==> src/rtl/usbf_pa_tx.sv <==
// usbf_pa_tx: USB function packet assembler and UTMI (8-bit) transmitter.
// Sends handshakes (ACK/NACK/STALL/NYET) and data packets
// (DATA0/1/2/MDATA). Data packets carry a payload pulled from the
// endpoint side, followed by a locally generated CRC16.
// Optional build macro USBF_TX_UNDERRUN_EN: when the payload source has no
// byte while the PHY is ready, the packet is truncated and tx_underrun pulses.
// Without the macro, DATA waits for the source and tx_underrun is tied to 0.
module usbf_pa_tx (
  input  logic       clk,
  input  logic       rst,
  input  logic       send_token,
  input  logic [1:0] token_pid_sel,
  input  logic       send_data,
  input  logic [1:0] data_pid_sel,
  input  logic       send_zero_len,
  input  logic [7:0] tx_data_in,
  input  logic       tx_data_in_valid,
  input  logic       tx_data_in_last,
  output logic       tx_data_in_ack,
  output logic [7:0] tx_data,
  output logic       tx_valid,
  input  logic       tx_ready,
  output logic       busy,
  output logic       tx_done,
  output logic       tx_underrun
);

  typedef enum logic [4:0] {
    IDLE   = 5'b00001,
    PID    = 5'b00010,
    DATA   = 5'b00100,
    CRC_LO = 5'b01000,
    CRC_HI = 5'b10000
  } state_t;

  state_t      state;
  logic [3:0]  pid;
  logic        is_token;
  logic        zero_len;
  logic [15:0] crc;
  logic [15:0] crc_tx;
  logic        accept;

  // Handshake PID codes indexed by token_pid_sel.
  function automatic logic [3:0] token_pid(input logic [1:0] sel);
    case (sel)
      2'd0:    return 4'b0010;
      2'd1:    return 4'b1010;
      2'd2:    return 4'b1110;
      default: return 4'b0110;
    endcase
  endfunction

  // Data PID codes indexed by data_pid_sel.
  function automatic logic [3:0] data_pid(input logic [1:0] sel);
    case (sel)
      2'd0:    return 4'b0011;
      2'd1:    return 4'b1011;
      2'd2:    return 4'b0111;
      default: return 4'b1111;
    endcase
  endfunction

  // CRC16 (x16+x15+x2+1) over one byte, bits taken LSB first; register kept
  // in the same non-reflected form as the receive-side checker.
  function automatic logic [15:0] crc16_byte(input logic [15:0] c, input logic [7:0] d);
    logic [15:0] r;
    r = c;
    for (int i = 0; i < 8; i++) begin
      if (r[15] ^ d[i]) r = {r[14:0], 1'b0} ^ 16'h8005;
      else              r = {r[14:0], 1'b0};
    end
    return r;
  endfunction

  function automatic logic [15:0] bitrev16(input logic [15:0] v);
    logic [15:0] r;
    for (int i = 0; i < 16; i++) r[i] = v[15-i];
    return r;
  endfunction

  // On-the-wire CRC: inverted and bit-reversed so it goes out LSB first.
  assign crc_tx = ~bitrev16(crc);

  // UTMI byte/valid selection from the current state.
  always_comb begin
    tx_valid = 1'b0;
    tx_data  = 8'h00;
    case (state)
      PID: begin
        tx_valid = 1'b1;
        tx_data  = {~pid, pid};
      end
      DATA: begin
        tx_valid = tx_data_in_valid;
        tx_data  = tx_data_in;
      end
      CRC_LO: begin
        tx_valid = 1'b1;
        tx_data  = crc_tx[7:0];
      end
      CRC_HI: begin
        tx_valid = 1'b1;
        tx_data  = crc_tx[15:8];
      end
      default: begin
        tx_valid = 1'b0;
        tx_data  = 8'h00;
      end
    endcase
  end

  assign accept         = tx_valid & tx_ready;
  assign tx_data_in_ack = (state == DATA) & accept;
  assign busy           = (state != IDLE);

`ifdef USBF_TX_UNDERRUN_EN
  logic underrun;
  assign tx_underrun = underrun;
`else
  assign tx_underrun = 1'b0;
`endif

  // Packet sequencer: latches the request, walks PID/DATA/CRC, runs the CRC.
  always_ff @(posedge clk or negedge rst) begin
    if (!rst) begin
      state    <= IDLE;
      pid      <= 4'h0;
      is_token <= 1'b0;
      zero_len <= 1'b0;
      crc      <= 16'hffff;
      tx_done  <= 1'b0;
`ifdef USBF_TX_UNDERRUN_EN
      underrun <= 1'b0;
`endif
    end else begin
      tx_done <= 1'b0;
`ifdef USBF_TX_UNDERRUN_EN
      underrun <= 1'b0;
`endif
      case (state)
        IDLE: begin
          // Token has priority; a simultaneous data strobe is dropped.
          if (send_token) begin
            pid      <= token_pid(token_pid_sel);
            is_token <= 1'b1;
            zero_len <= 1'b0;
            crc      <= 16'hffff;
            state    <= PID;
          end else if (send_data) begin
            pid      <= data_pid(data_pid_sel);
            is_token <= 1'b0;
            zero_len <= send_zero_len;
            crc      <= 16'hffff;
            state    <= PID;
          end
        end
        PID: begin
          if (accept) begin
            if (is_token) begin
              state   <= IDLE;
              tx_done <= 1'b1;
            end else if (zero_len) begin
              state <= CRC_LO;
            end else begin
              state <= DATA;
            end
          end
        end
        DATA: begin
          if (accept) begin
            crc <= crc16_byte(crc, tx_data_in);
            if (tx_data_in_last) state <= CRC_LO;
          end
`ifdef USBF_TX_UNDERRUN_EN
          else if (!tx_data_in_valid && tx_ready) begin
            // Source ran dry while the PHY wanted a byte: truncate packet.
            state    <= IDLE;
            underrun <= 1'b1;
          end
`endif
        end
        CRC_LO: begin
          if (accept) state <= CRC_HI;
        end
        CRC_HI: begin
          if (accept) begin
            state   <= IDLE;
            tx_done <= 1'b1;
          end
        end
        default: state <= IDLE;
      endcase
    end
  end

endmodule

==> config.mk <==
export PLATFORM = sky130hd
export DESIGN_NAME = usbf_pa_tx
export DESIGN_NICKNAME = d
export VERILOG_FILES = /design/src/rtl/usbf_pa_tx.sv
export SDC_FILE = /design/constraint.sdc
export NUM_CORES = 1
export LEC_CHECK = 0
export BUFFER_PORTS_ARGS = -buffer_cell sky130_fd_sc_hd__clkbuf_2
export CAP_MARGIN = 25
export CORE_MARGIN = 5
export CORE_UTILIZATION = 34
export CTS_CLUSTER_SIZE = 10
export DETAILED_ROUTE_END_ITERATION = 16
export PLACE_DENSITY = 0.55
export SYNTH_ARGS = -nofsm -noshare
export SYNTH_HDL_FRONTEND = slang
export SYNTH_SLANG_ARGS = --single-unit
==> constraint.sdc <==
create_clock -name clk -period 3.6 [get_ports clk]
set_input_delay 0 -clock clk [delete_from_list [all_inputs] [get_ports clk]]
set_output_delay 0 -clock clk [all_outputs]
set_load 0.01 [all_outputs]
; After elaboration in Yosys (flattened, before gate mapping)
; Index checks and enable logic that the tools add are counted.
[totals]
ff_bits = 28
in_bits = 20
output_inout_bits = 13
elab_cells = 100
[classes]
eq_ne = 16
n_mux = 50
bitwise = 20
n_reduce_logical = 8
[ops]
columns = op, count
row1 = $mux 16, 25
row2 = $mux 5, 7
row3 = $pmux 16 s2, 1
row4 = $pmux 8 s4, 1
row5 = $pmux 5 s5, 1
row6 = $not 3->3, 8
row7 = $pmux 4 s3, 2
row8 = $mux 4, 4
row9 = $not 16->16, 1
row10 = $ne 2x2->1 const B, 5
row11 = $xor 1x1->1, 8
row12 = $mux 1, 7
row13 = $reduce_and 6->1, 1
row14 = $eq 5x1->1 const B, 1
row15 = $eq 5x2->1 const B, 1
row16 = $eq 5x3->1 const B, 1
row17 = $eq 5x4->1 const B, 1
row18 = $eq 5x5->1 const B, 1
row19 = $ne 5x1->1 const B, 1
row20 = $eq 2x1->1 const B, 2
row21 = $eq 2x2->1 const B, 2
row22 = $logic_not 2->1, 2
row23 = $not 4->4, 1
row24 = $pmux 1 s2, 2
row25 = other kinds (6), 8

; Logic depth before layout (Yosys ltp)
[logic_depth]
depth_word = 34
ltp_mapped = 9
mapped_depth_nobuf = 6

; Worst setup path before layout
; No wires, ideal clock.
[synth_timing]
path_kind = register to register
from = register state[1]
to = register state[2]
setup_ns = 0.125
t_arrival_ns = 1.811
t_required_ns = 3.475
setup_slack_ns = 1.664
path_stages_with_launch = 8
path_buffers = 1
period_less_slack_ns = 1.936
cell_sequence = dfrtp_1 clkbuf_1 or3b_1 o22ai_1 a221o_2 a2bb2oi_4 nand2_2 mux2_4
[synth_via]
elab_chain_cells = 6
word_cells_on_any_way = 16
cone_classes = 11 x eq/ne / 2 x mux / 1 x bitwise / 2 x reduce/logical
[synth_lines]
columns = item, line_no
row1 = from (decl), 36  ; state_t state;
row2 = from (signal assigned), 127  ; state <= IDLE;
row3 = from (signal assigned), 149  ; state <= PID;
row4 = from (signal assigned), 155  ; state <= PID;
row5 = $eq 5x5->1 (tied with other cells), "89, 141"
row6 = $reduce_or 3->1 (no line), n/a
row7 = $pmux 1 s2, 89  ; case (state)
row8 = $and 1x1->1, 113  ; assign accept = tx_valid & tx_ready;
row9 = $ne 2x2->1 (no line), n/a
row10 = $reduce_and 6->1 (no line), n/a
; Several ways; a longest one is shown, not always the timed one.
; A chain may end at the register's enable or synchronous reset.

; Final worst setup path
[layout_timing]
from = register state[4]
to = output tx_data[2]
[layout_via]
elab_chain_cells = 2
word_cells_on_any_way = 5
cone_classes = 4 x eq/ne / 1 x mux
[layout_lines]
columns = item, line_no
row1 = $eq 5x5->1 (tied with other cells), 89
row2 = $pmux 8 s4 *, 89
row3 = to (decl), 20  ; output logic [7:0] tx_data,
; Mark *: on every way between the ends. The rest lies on a longest branch, timed or not.

==> impl_results.md <==
- P_leak: between 0.0008 and 0.0009 uW
- Total CTS buffers: 3
- Post-synthesis xor/xnor area fraction: 13.2%
- Fraction of layout cells with a size suffix above 1: 29.4%
- Synth Area in Simple Gates: 14.5%
- Synth area leader: dfstp_2
- Share of the synthesized area in the top cell type: a little over a quarter
- CP startpoint kind: flip-flop
- Per-cell routed wire length: 14.6 um
- Layout net count: between 200 and 250
- Top FF cell, synth: dfstp_2
- Critical Path RT: 3.60 ns
- Final Max Tran Viols: 0
- GR Overflow Total: 0
- Placer congestion estimate: approximately 0.74
- PD cells: 651 nW/um^2
- Synth Cell Area: ~1700 um^2
- HP Class: in -> reg
- Setup slack after layout: around 1.3 ns
- Minimum clock period: 2.29 ns
- RSZ-0062 raised after global routing: false
- Vias in the first global route: 1378
- Area of the multi-input gates: 900 um^2
- H-Tree Depth: 1
- Synthesized flop and latch total: 28
- Synth Area in Compound Gates: 22.4%
- WS Path Type: reg -> out
- Register area share after synthesis: 42.8%
- Fin crit share: 63.6%
- Via Count: 1403
- CTS sink count: 28
- Setup Skew: between 0.002 and 0.003 ns
- Yosys warnings: 0
- I/O pins: 33
- Syn Inst Count: 179
- Placement Cell Area: 1910 um^2
- Crit-path max FO: 9
- Actual slew at the worst max-slew pin: about 0.73 ns
- Area Overhead vs Synth: 18.0%
- FF/Latch Area: a little over 700 um^2
- Post-route cell area: 1990 um^2
- Max Cap Violations: 0
- Post_cts resized: 0
- Total track usage: between 10% and 20%
- Pre-CTS setup slack: 1.51 ns
- Mux contribution to synthesized area: under 10%
- Synth Area in Adders: 1.48%
- Final Hold Fails: 0
- Inst Count DP: 271
- FP Rows: 25
- Final setup fails: 0
- Die Y: 80.4 um
- Fillers: 507
- Drt via density: roughly 5.0
- Largest family of logic cells by synthesized area: compound AO/OA/AOI/OAI gates
- DRT iter0 DRCs: 53
- Syn Nets: about 200
- Max Fclk: 437 MHz
- Avg Inst Size Synth: 9.42 um^2
- Clk_lat worst skew: between 0.2 and 0.3 ns
- Number of synthesized flops with an enable pin: 0
- Critical path arrival: 2.29 ns
- Fin util: 41.9%
- Non-Filler Instances: ~280
- Die width: 80.4 um
- DRT Pass-1 Iters: 4
- N_diodes: 0
- Crit path capture type: primary output
- Initial antenna violation count: 0
- TritonCTS clock tree: built
- IR drop worst, VDD: between 200 and 300 uV
- First-pass GRT wire length: 6780 um
- TNS Setup: 0 ns
- Synth unique cells: 46
- Starting Density: about 35%
- Port-buffer cells: 31
- WL final: 4060 um
- Largest net degree at the start of global routing: 29
- Outcome: complete, no violations
- Clock-pin slew on the worst setup and hold paths: about 0.1 ns
- Detailed Place HPWL: 3030 um
- Buffers from clock root to sink, at most: 2
- Post-DRT Antenna Nets: 0
- Normalized max-slew margin: 51.5%
- Largest cells by area after synthesis: dfstp_2, dfrtp_1, xnor2_1
- DRC viols: 0
- Post-CTS setup buffer count: 0
- Die ar.: 6470 um^2
- Clock Tree Root: clkbuf_8
- FFs w/ async S/R, synth: 100%
- Core area: roughly 4800 um^2
[worst max-delay path: stages (launching register included)]
cell and delay [ns]:
dfrtp_1 0.43, inv_2 0.07, nor4_1 0.57, nand2b_1 0.40
nor2_1 0.18, a21oi_1 0.06, o211ai_1 0.12, clkbuf_2 0.18
[layout make-up]
type	instances	share of cell area, %
Clock buffer	4	2.77
Inverter	7	1.32
Multi-Input combinational cell	136	45.2
Sequential cell	28	36.3
Tap cell	67	4.21
Timing Repair Buffer	36	10.2
[cells in the final DEF, fill, tap and decap left out, types with 2 or more instances in the layout]
cell	n
clkbuf_8	4
nand3b_1	2
ha_1	2
o21ai_0	4
a211o_1	4
a31oi_1	2
xnor2_1	18
dfrtp_1	11
nor2_1	26
dlygate4sd3_1	3
inv_1	4
clkbuf_2	31
o22ai_1	6
o211ai_1	4
nand2_1	10
o22a_1	7
a21oi_1	23
inv_2	2
nor3_1	3
dfstp_2	17
[path summary, 6_finish.rpt]
check,start,to,slack [ns],cells past startpoint
worst max-delay path,state[4],tx_data[2],1.31,7
worst min-delay path,data_pid_sel[0],pid[3],0.02,3
worst max register to register,state[3],crc[6],1.50,7
worst min register to register,pid[1],pid[1],0.51,1
max in group asynchronous,rst,tx_done,2.84,2
min in group asynchronous,rst,pid[2],0.30,2
[kinds of logic after synthesis]
kind of cell	Yosys count
adders and majority gates	2
AOI/OAI and AO/OA	56
DFF	28
buffers and inverters	15
muxes	2
and+or+nand+nor	53
xor gates and xnor gates	22
other	1
[state kept, by name, indices dropped and copies added (netlist names)]
register	count
is_token	1
tx_done	1
pid	4
state	5
crc	16
zero_len	1
[cells in the mapped netlist (all sizes together) (2+ instances only)]
cell and count:
nor2 26, a21oi 23, inv 6, a211o 4
nand2 11, xnor2 19, xor2 2, nor3 3
a31oi 2, o211ai 4, dfrtp 11, ha 2
o22ai 6, nand3b 2, clkbuf 3, dfstp 17
buf 5, o21ai 5, o22a 7
[per-layer routing]
layer  track usage, %  part of all wire [%]
met1             19.2                    49
met2             21.0                    45
met3             2.02                   3.7
met4             4.73                   2.0
met5                0                     0
[per-stage QoR]
step	hold slack (ns)	total power [uW]
6_report	0.0166	1300
5_1_grt	0.0416	1400
4_1_cts	0.0100	1310
3_5_place_dp	0.0893	1100
3_3_place_gp	0.0870	1090
2_1_floorplan	-0.296	935
[power by group]
| part | switching (uW) | internal (uW) | leakage (uW) | total, uW |
|---|---|---|---|---|
| clock network | 104 | 98.2 | 0.0000288 | 202 |
| registers | 80.9 | 394 | 0.000313 | 475 |
| logic | 333 | 286 | 0.000499 | 619 |
| total | 518 | 778 | 0.000841 | 1300 |
[repair_timing]
action,CTS,global route
endpoints found under the hold margin,13,0
endpoints found under the setup margin,0,0
hold buffers,3,0
(Power assumes the default switching activity.)
